--- src/rtl/alu_sequencer.sv ---
// alu_sequencer: sequences one arithmetic/logic operation at a time onto the 6502 ALU datapath.
//
// Accepts an operation from the decoder over a valid/ready handshake. It maps the operation
// onto the ALU SUM/AND/OR/XOR functions and forces a NOP cycle (FLUSH) before every issue so
// the ALU result strobe is never stale. It then waits for alu_wout (bounded by TIMEOUT) and
// returns result, {V,N,Z,C} flags and a flag-write mask.
//
// Ports:
//   phi1, reset_n                 clock (posedge) and asynchronous active-low reset
//   op_valid/op_ready             operation handshake (ready only in IDLE)
//   op_code, op_a, op_b, carry_in operation request
//   alu_a/alu_b/alu_func/alu_cin  ALU operand/function drive (func NOP = all ones)
//   alu_dout/alu_cout/alu_wout    ALU result, carry-out and result-valid strobe
//   res_valid/res_ready           result handshake (held until accepted)
//   result, flags, flag_we, err   result, {V,N,Z,C} flags and write mask, error indication
//
// ALU func encoding: SUM = 0, AND = 1, OR = 2, XOR = 3, NOP = all ones.

module alu_sequencer #(
    parameter int unsigned REG_WIDTH = 8,
    parameter int unsigned OPP_WIDTH = 4,
    parameter int unsigned TIMEOUT   = 8
) (
    input  logic                 phi1,
    input  logic                 reset_n,
    input  logic                 op_valid,
    output logic                 op_ready,
    input  logic [3:0]           op_code,
    input  logic [REG_WIDTH-1:0] op_a,
    input  logic [REG_WIDTH-1:0] op_b,
    input  logic                 carry_in,
    output logic [REG_WIDTH-1:0] alu_a,
    output logic [REG_WIDTH-1:0] alu_b,
    output logic [OPP_WIDTH-1:0] alu_func,
    output logic                 alu_cin,
    input  logic [REG_WIDTH-1:0] alu_dout,
    input  logic                 alu_cout,
    input  logic                 alu_wout,
    output logic                 res_valid,
    input  logic                 res_ready,
    output logic [REG_WIDTH-1:0] result,
    output logic [3:0]           flags,
    output logic [3:0]           flag_we,
    output logic                 err
);

    localparam int unsigned Msb  = REG_WIDTH - 1;
    localparam int unsigned CntW = (TIMEOUT > 1) ? $clog2(TIMEOUT) : 1;

    localparam logic [OPP_WIDTH-1:0] FuncSum = OPP_WIDTH'(0);
    localparam logic [OPP_WIDTH-1:0] FuncAnd = OPP_WIDTH'(1);
    localparam logic [OPP_WIDTH-1:0] FuncOr  = OPP_WIDTH'(2);
    localparam logic [OPP_WIDTH-1:0] FuncXor = OPP_WIDTH'(3);
    localparam logic [OPP_WIDTH-1:0] FuncNop = '1;

    localparam logic [3:0] OpAdc = 4'd0;
    localparam logic [3:0] OpSbc = 4'd1;
    localparam logic [3:0] OpAnd = 4'd2;
    localparam logic [3:0] OpOra = 4'd3;
    localparam logic [3:0] OpEor = 4'd4;
    localparam logic [3:0] OpCmp = 4'd5;
    localparam logic [3:0] OpAsl = 4'd6;
    localparam logic [3:0] OpInc = 4'd7;
    localparam logic [3:0] OpDec = 4'd8;

    typedef enum logic [2:0] {
        StIdle,
        StFlush,
        StIssue,
        StWait,
        StDone
    } state_e;

    state_e state_q, state_d;

    logic [3:0]           opc_q, opc_d;
    logic [REG_WIDTH-1:0] a_q, a_d;
    logic [REG_WIDTH-1:0] b_q, b_d;
    logic                 cin_q, cin_d;
    logic [REG_WIDTH-1:0] alu_a_q, alu_a_d;
    logic [REG_WIDTH-1:0] alu_b_q, alu_b_d;
    logic [OPP_WIDTH-1:0] alu_func_q, alu_func_d;
    logic                 alu_cin_q, alu_cin_d;
    logic [CntW-1:0]      cnt_q, cnt_d;
    logic [REG_WIDTH-1:0] result_q, result_d;
    logic [3:0]           flags_q, flags_d;
    logic [3:0]           flag_we_q, flag_we_d;
    logic                 err_q, err_d;

    // Operation mapping, decoded from the latched opcode.
    logic [OPP_WIDTH-1:0] map_func;
    logic [REG_WIDTH-1:0] map_b;
    logic                 map_cin;
    logic [3:0]           map_we;

    always_comb begin
        map_func = FuncNop;
        map_b    = b_q;
        map_cin  = 1'b0;
        map_we   = 4'b0000;
        case (opc_q)
            OpAdc: begin map_func = FuncSum; map_b = b_q;  map_cin = cin_q; map_we = 4'b1111; end
            OpSbc: begin map_func = FuncSum; map_b = ~b_q; map_cin = cin_q; map_we = 4'b1111; end
            OpCmp: begin map_func = FuncSum; map_b = ~b_q; map_cin = 1'b1;  map_we = 4'b0111; end
            OpAnd: begin map_func = FuncAnd; map_b = b_q;  map_cin = 1'b0;  map_we = 4'b0110; end
            OpOra: begin map_func = FuncOr;  map_b = b_q;  map_cin = 1'b0;  map_we = 4'b0110; end
            OpEor: begin map_func = FuncXor; map_b = b_q;  map_cin = 1'b0;  map_we = 4'b0110; end
            OpAsl: begin map_func = FuncSum; map_b = a_q;  map_cin = 1'b0;  map_we = 4'b0111; end
            OpInc: begin map_func = FuncSum; map_b = '0;   map_cin = 1'b1;  map_we = 4'b0110; end
            OpDec: begin map_func = FuncSum; map_b = '1;   map_cin = 1'b0;  map_we = 4'b0110; end
            default: ;
        endcase
    end

    // Raw {V,N,Z,C} from the ALU outputs; V uses the operands actually presented to the ALU.
    logic       ovf;
    logic [3:0] raw_flags;

    always_comb begin
        ovf       = (alu_a_q[Msb] == alu_b_q[Msb]) && (alu_dout[Msb] != alu_a_q[Msb]);
        raw_flags = {ovf, alu_dout[Msb], (alu_dout == '0), alu_cout};
    end

    always_comb begin
        state_d    = state_q;
        opc_d      = opc_q;
        a_d        = a_q;
        b_d        = b_q;
        cin_d      = cin_q;
        alu_a_d    = alu_a_q;
        alu_b_d    = alu_b_q;
        alu_func_d = alu_func_q;
        alu_cin_d  = alu_cin_q;
        cnt_d      = cnt_q;
        result_d   = result_q;
        flags_d    = flags_q;
        flag_we_d  = flag_we_q;
        err_d      = err_q;

        case (state_q)
            StIdle: begin
                if (op_valid) begin
                    opc_d = op_code;
                    a_d   = op_a;
                    b_d   = op_b;
                    cin_d = carry_in;
                    if (op_code <= OpDec) begin
                        err_d   = 1'b0;
                        state_d = StFlush;
                    end else begin
                        // Illegal opcode: report immediately, the ALU is never driven.
                        err_d     = 1'b1;
                        result_d  = '0;
                        flags_d   = 4'b0000;
                        flag_we_d = 4'b0000;
                        state_d   = StDone;
                    end
                end
            end
            StFlush: begin
                // alu_func is NOP during this cycle; the mapped drive appears in ISSUE.
                alu_func_d = map_func;
                alu_a_d    = a_q;
                alu_b_d    = map_b;
                alu_cin_d  = map_cin;
                cnt_d      = '0;
                state_d    = StIssue;
            end
            StIssue: begin
                state_d = StWait;
            end
            StWait: begin
                if (alu_wout) begin
                    result_d   = (opc_q == OpCmp) ? a_q : alu_dout;
                    flags_d    = raw_flags & map_we;
                    flag_we_d  = map_we;
                    alu_func_d = FuncNop;
                    state_d    = StDone;
                end else if (cnt_q == CntW'(TIMEOUT - 1)) begin
                    err_d      = 1'b1;
                    result_d   = '0;
                    flags_d    = 4'b0000;
                    flag_we_d  = 4'b0000;
                    alu_func_d = FuncNop;
                    state_d    = StDone;
                end else begin
                    cnt_d = cnt_q + 1'b1;
                end
            end
            StDone: begin
                if (res_ready) begin
                    state_d = StIdle;
                end
            end
            default: begin
                alu_func_d = FuncNop;
                state_d    = StIdle;
            end
        endcase
    end

    always_ff @(posedge phi1 or negedge reset_n) begin
        if (!reset_n) begin
            state_q    <= StIdle;
            opc_q      <= '0;
            a_q        <= '0;
            b_q        <= '0;
            cin_q      <= 1'b0;
            alu_a_q    <= '0;
            alu_b_q    <= '0;
            alu_func_q <= FuncNop;
            alu_cin_q  <= 1'b0;
            cnt_q      <= '0;
            result_q   <= '0;
            flags_q    <= 4'b0000;
            flag_we_q  <= 4'b0000;
            err_q      <= 1'b0;
        end else begin
            state_q    <= state_d;
            opc_q      <= opc_d;
            a_q        <= a_d;
            b_q        <= b_d;
            cin_q      <= cin_d;
            alu_a_q    <= alu_a_d;
            alu_b_q    <= alu_b_d;
            alu_func_q <= alu_func_d;
            alu_cin_q  <= alu_cin_d;
            cnt_q      <= cnt_d;
            result_q   <= result_d;
            flags_q    <= flags_d;
            flag_we_q  <= flag_we_d;
            err_q      <= err_d;
        end
    end

    assign op_ready  = (state_q == StIdle);
    assign res_valid = (state_q == StDone);
    assign alu_a     = alu_a_q;
    assign alu_b     = alu_b_q;
    assign alu_func  = alu_func_q;
    assign alu_cin   = alu_cin_q;
    assign result    = result_q;
    assign flags     = flags_q;
    assign flag_we   = flag_we_q;
    assign err       = err_q;

endmodule

--- config.mk ---
export PLATFORM = sky130hd
export DESIGN_NAME = alu_sequencer
export DESIGN_NICKNAME = d
export VERILOG_FILES = /design/src/rtl/alu_sequencer.sv
export SDC_FILE = /design/constraint.sdc
export NUM_CORES = 1
export LEC_CHECK = 0
export BUFFER_PORTS_ARGS = -buffer_cell sky130_fd_sc_hd__buf_2
export CAP_MARGIN = 25
export CORE_MARGIN = 1.5
export CORE_UTILIZATION = 33
export DETAILED_ROUTE_END_ITERATION = 16
export GPL_TIMING_DRIVEN = 1
export PLACE_DENSITY_LB_ADDON = 0.12
export SETUP_SLACK_MARGIN = 0.15
export SYNTH_ARGS = -nofsm -noshare
export SYNTH_HDL_FRONTEND = slang
export SYNTH_SLANG_ARGS = --single-unit
export TNS_END_PERCENT = 5
--- constraint.sdc ---
create_clock -name phi1 -period 1.9 [get_ports phi1]
set_input_delay 0.19 -clock phi1 [delete_from_list [all_inputs] [get_ports phi1]]
set_output_delay 0.19 -clock phi1 [all_outputs]
set_load 0.01 [all_outputs]
==> summary.md <==
| Metric | Value |
|---|---|
| Outcome | `finished clean` |
| Routed length per instance | `15.6 um` |
| Count of cell types in the netlist | `43` |
| Post-synth EDFFs | `0` |
| Final Critical Period | `1.67 ns` |
| PortBufs | `74` |
| Worst-path clk slew | `0.08 ns` |
| Site Rows | `34` |
| CP Max Fanout | `3` |
| Syn Nets | `315` |
| Pin count of the biggest net entering global routing | `64` |
| CTS tree | `yes` |
| Routability Congestion | `0.793` |
| Number of global-route vias before repair | `2,396` |
| Gr usage total | `around 16%` |
| Power density over the cells | `1710 nW/um^2` |
| DR vias/cell | `roughly 5` |
| Setup slack after layout | `0.226 ns` |
| Synth top area share | `between 50% and 60%` |
| YS warnings | `0` |
| Mapped cell area | `2940 um^2` |
| Overall Power | `6.38 mW` |
| Startpoint Class | `flop` |
| Cells after Synth | `278` |
| Crit end category | `flop` |
| Setup TNS | `0 ns` |
| I/O pins | `75` |
| Final period util | `roughly nine tenths` |
| # DRC | `0` |
| Top post-synthesis cells by area | `dfrtp_1 (51%), nand2_1 (6.5%), o21ai_0 (4.3%), mux2_2 (4.2%), a22oi_1 (4.1%)` |
| DP Worst Slack | `between 0.05 and 0.06 ns` |
| Global-route wire length before repair | `12,200 um` |
| Routed via count | `approximately 2.4k` |
| 1st-iter DRT viols | `64` |
| Biggest area consumer among synthesized cells | `dfrtp_1` |
| Total CTS buffers | `9` |
| Num Clock Sinks | `63` |
| Total wire length | `approximately 7400 um` |
| Diode count | `0` |
| Register area share after synthesis | `53.8%` |
| Chip width | `97.3 um` |
| Data required time of the critical path | `2.17 ns` |
| Hold Vio Cnt, Final | `0` |
| Clock Skew | `0.0121 ns` |
| Drt first pass iters | `5` |
| Slew margin rel. | `67.4%` |
| RSZ-0062 raised after global routing | `yes` |
| Pleak | `roughly 1.8 nW` |
| Root Buffer | `clkbuf_8` |
| CTS HTree Levels | `3` |
| Core area | `around 8700 um^2` |
| Postcts setup bufs | `0` |
| Initial antenna violation count | `0` |
| Fin. max-slew vios | `0` |
| Worst VDD drop | `between 500 and 600 uV` |
| Die footprint | `roughly 9500 um^2` |
| Die Y | `97.3 um` |
| Initial Util | `33.8%` |
| Final setup vio count | `0` |
| Number of nets in the layout | `396` |
| Fraction of registers with async set/reset | `100%` |
| Setup CP Type | `reg -> reg` |
| Clk buf depth | `2` |
| Arr. time, crit path | `1.94 ns` |
| #FFs+latches synth | `63` |
| Clk_lat worst skew | `0.34 ns` |
| Max-cap viol count | `0` |
| Ys flop type | `dfrtp_1` |
| Total grt overflow | `0` |
| Dpl hpwl | `5080 um` |
| FILL cells | `876` |
| Share of layout cells above drive strength 1 | `36.5%` |
| Max frequency | `about 0.60 GHz` |
| Worst Hold Class | `in -> reg` |
| Mapped Avg Cell Area | `around 11 um^2` |
| Worst-Margin Slew | `0.484 ns` |
| Area growth, synth to finish | `26.9%` |
| Detail Route Antenna Nets | `0` |
## cells in the mapped netlist (all sizes together), types with 2 or more instances
cell      n
a32o      2
dfrtp    60
mux2     11
a22o      4
clkbuf    9
o2bb2ai   8
nand2b    9
a21oi     6
nor2      9
o211ai    2
a22oi    16
inv      11
buf      10
nand2    51
o21ai    25
dfstp     3
ha        2
and2      2
o31ai     2
nor4      4
a21o      4
mux2i     9
or3       5
## logic make-up after synthesis
kind of cell | count (synthesis) | share of synthesized area, %
buf+inv | 30 | 4.52
fa+ha+maj | 2 | 0.852
mux | 20 | 7.29
compound gates | 73 | 18.5
flops | 63 | 53.8
simple gates | 90 | 15.0
## worst max-delay path, cell delays in order (launching register included)
cell and delay [ns]:
dfrtp_1 0.40, ha_1 0.21, ha_2 0.18, or3b_4 0.39, a22o_4 0.24, o22a_1 0.19
## cell type report
class | count | area, um^2 | area share, %
multi-input cells | 185 | 1250 | 33.4
repair buffers | 89 | 523 | 14.0
clock buffers | 12 | 145 | 3.90
well taps | 108 | 135 | 3.63
flip-flops and latches | 63 | 1580 | 42.4
inverters | 11 | 41.3 | 1.11
clock inverters | 4 | 55.1 | 1.48
## what timing repair did
action                     in CTS  in global routing
setup endpoints to repair      11                  8
resized for setup               2                  3
gates cloned                    0                  0
pin swaps                       1                  2
hold endpoints to repair       60                  0
hold buffers                    1                  0
## cell usage in the layout, fill, tap and decap left out, types with 5 or more instances in the layout
master,count
buf_2,74
dfrtp_1,60
nand2_1,51
o21ai_0,25
a22oi_1,16
mux2_2,11
buf_4,11
inv_1,10
clkbuf_8,10
mux2i_1,9
nand2b_1,9
nor2_1,8
o2bb2ai_2,8
a21oi_1,5
## routing by layer
| metal | vias up | share of wire, % | GRT usage (%) |
|---|---|---|---|
| li1 | 1142 | - | - |
| met1 | 1150 | 47 | 22.5 |
| met2 | 69 | 47 | 24.9 |
| met3 | 10 | 4.7 | 3.53 |
| met4 | 0 | 1.3 | 6.26 |
| met5 | - | 0 | 0 |
## where the power goes
part           internal (mW)  total [mW]  switching (mW)
sequential              1.97        2.52           0.550
clock                  0.648        1.20           0.548
combinational           1.26        2.66            1.41
## flip-flops by register name, indices dropped and copies added, names as in the netlist
signal and cells:
a_q 8, alu_a 8, alu_b 8, b_q 8
result 8, flags 4, opc_q 4, alu_func 3
cnt_q 3, flag_we 3, state_q 3, alu_cin 1
cin_q 1, err 1
## path summary, 6_finish.rpt
path,startpoint,end,slack (ns),depth (start not counted)
worst max register to register,cnt_q[0],alu_func[1],0.23,5
worst max-delay path,cnt_q[0],alu_func[1],0.23,5
min in group asynchronous,reset_n,state_q[2],0.38,3
worst min-delay path,res_ready,state_q[2],0.03,2
max in group asynchronous,reset_n,alu_func[2],1.19,3
worst min register to register,alu_a[4],alu_a[4],0.48,2
## stage by stage
step / std cells / utilization [%] / area, um^2 / hold slack, ns
4_1_cts: 472 / 42.7 / 3710 / 0.0216
2_1_floorplan: 278 / - / 2940 / -0.106
3_3_place_gp: 455 / 40.2 / 3490 / 0.241
6_report: 472 / 42.9 / 3730 / 0.0337
5_1_grt: 472 / 42.9 / 3730 / 0.0404
3_5_place_dp: 455 / 40.2 / 3490 / 0.236
Note: power is estimated with default switching activity, not from simulation.
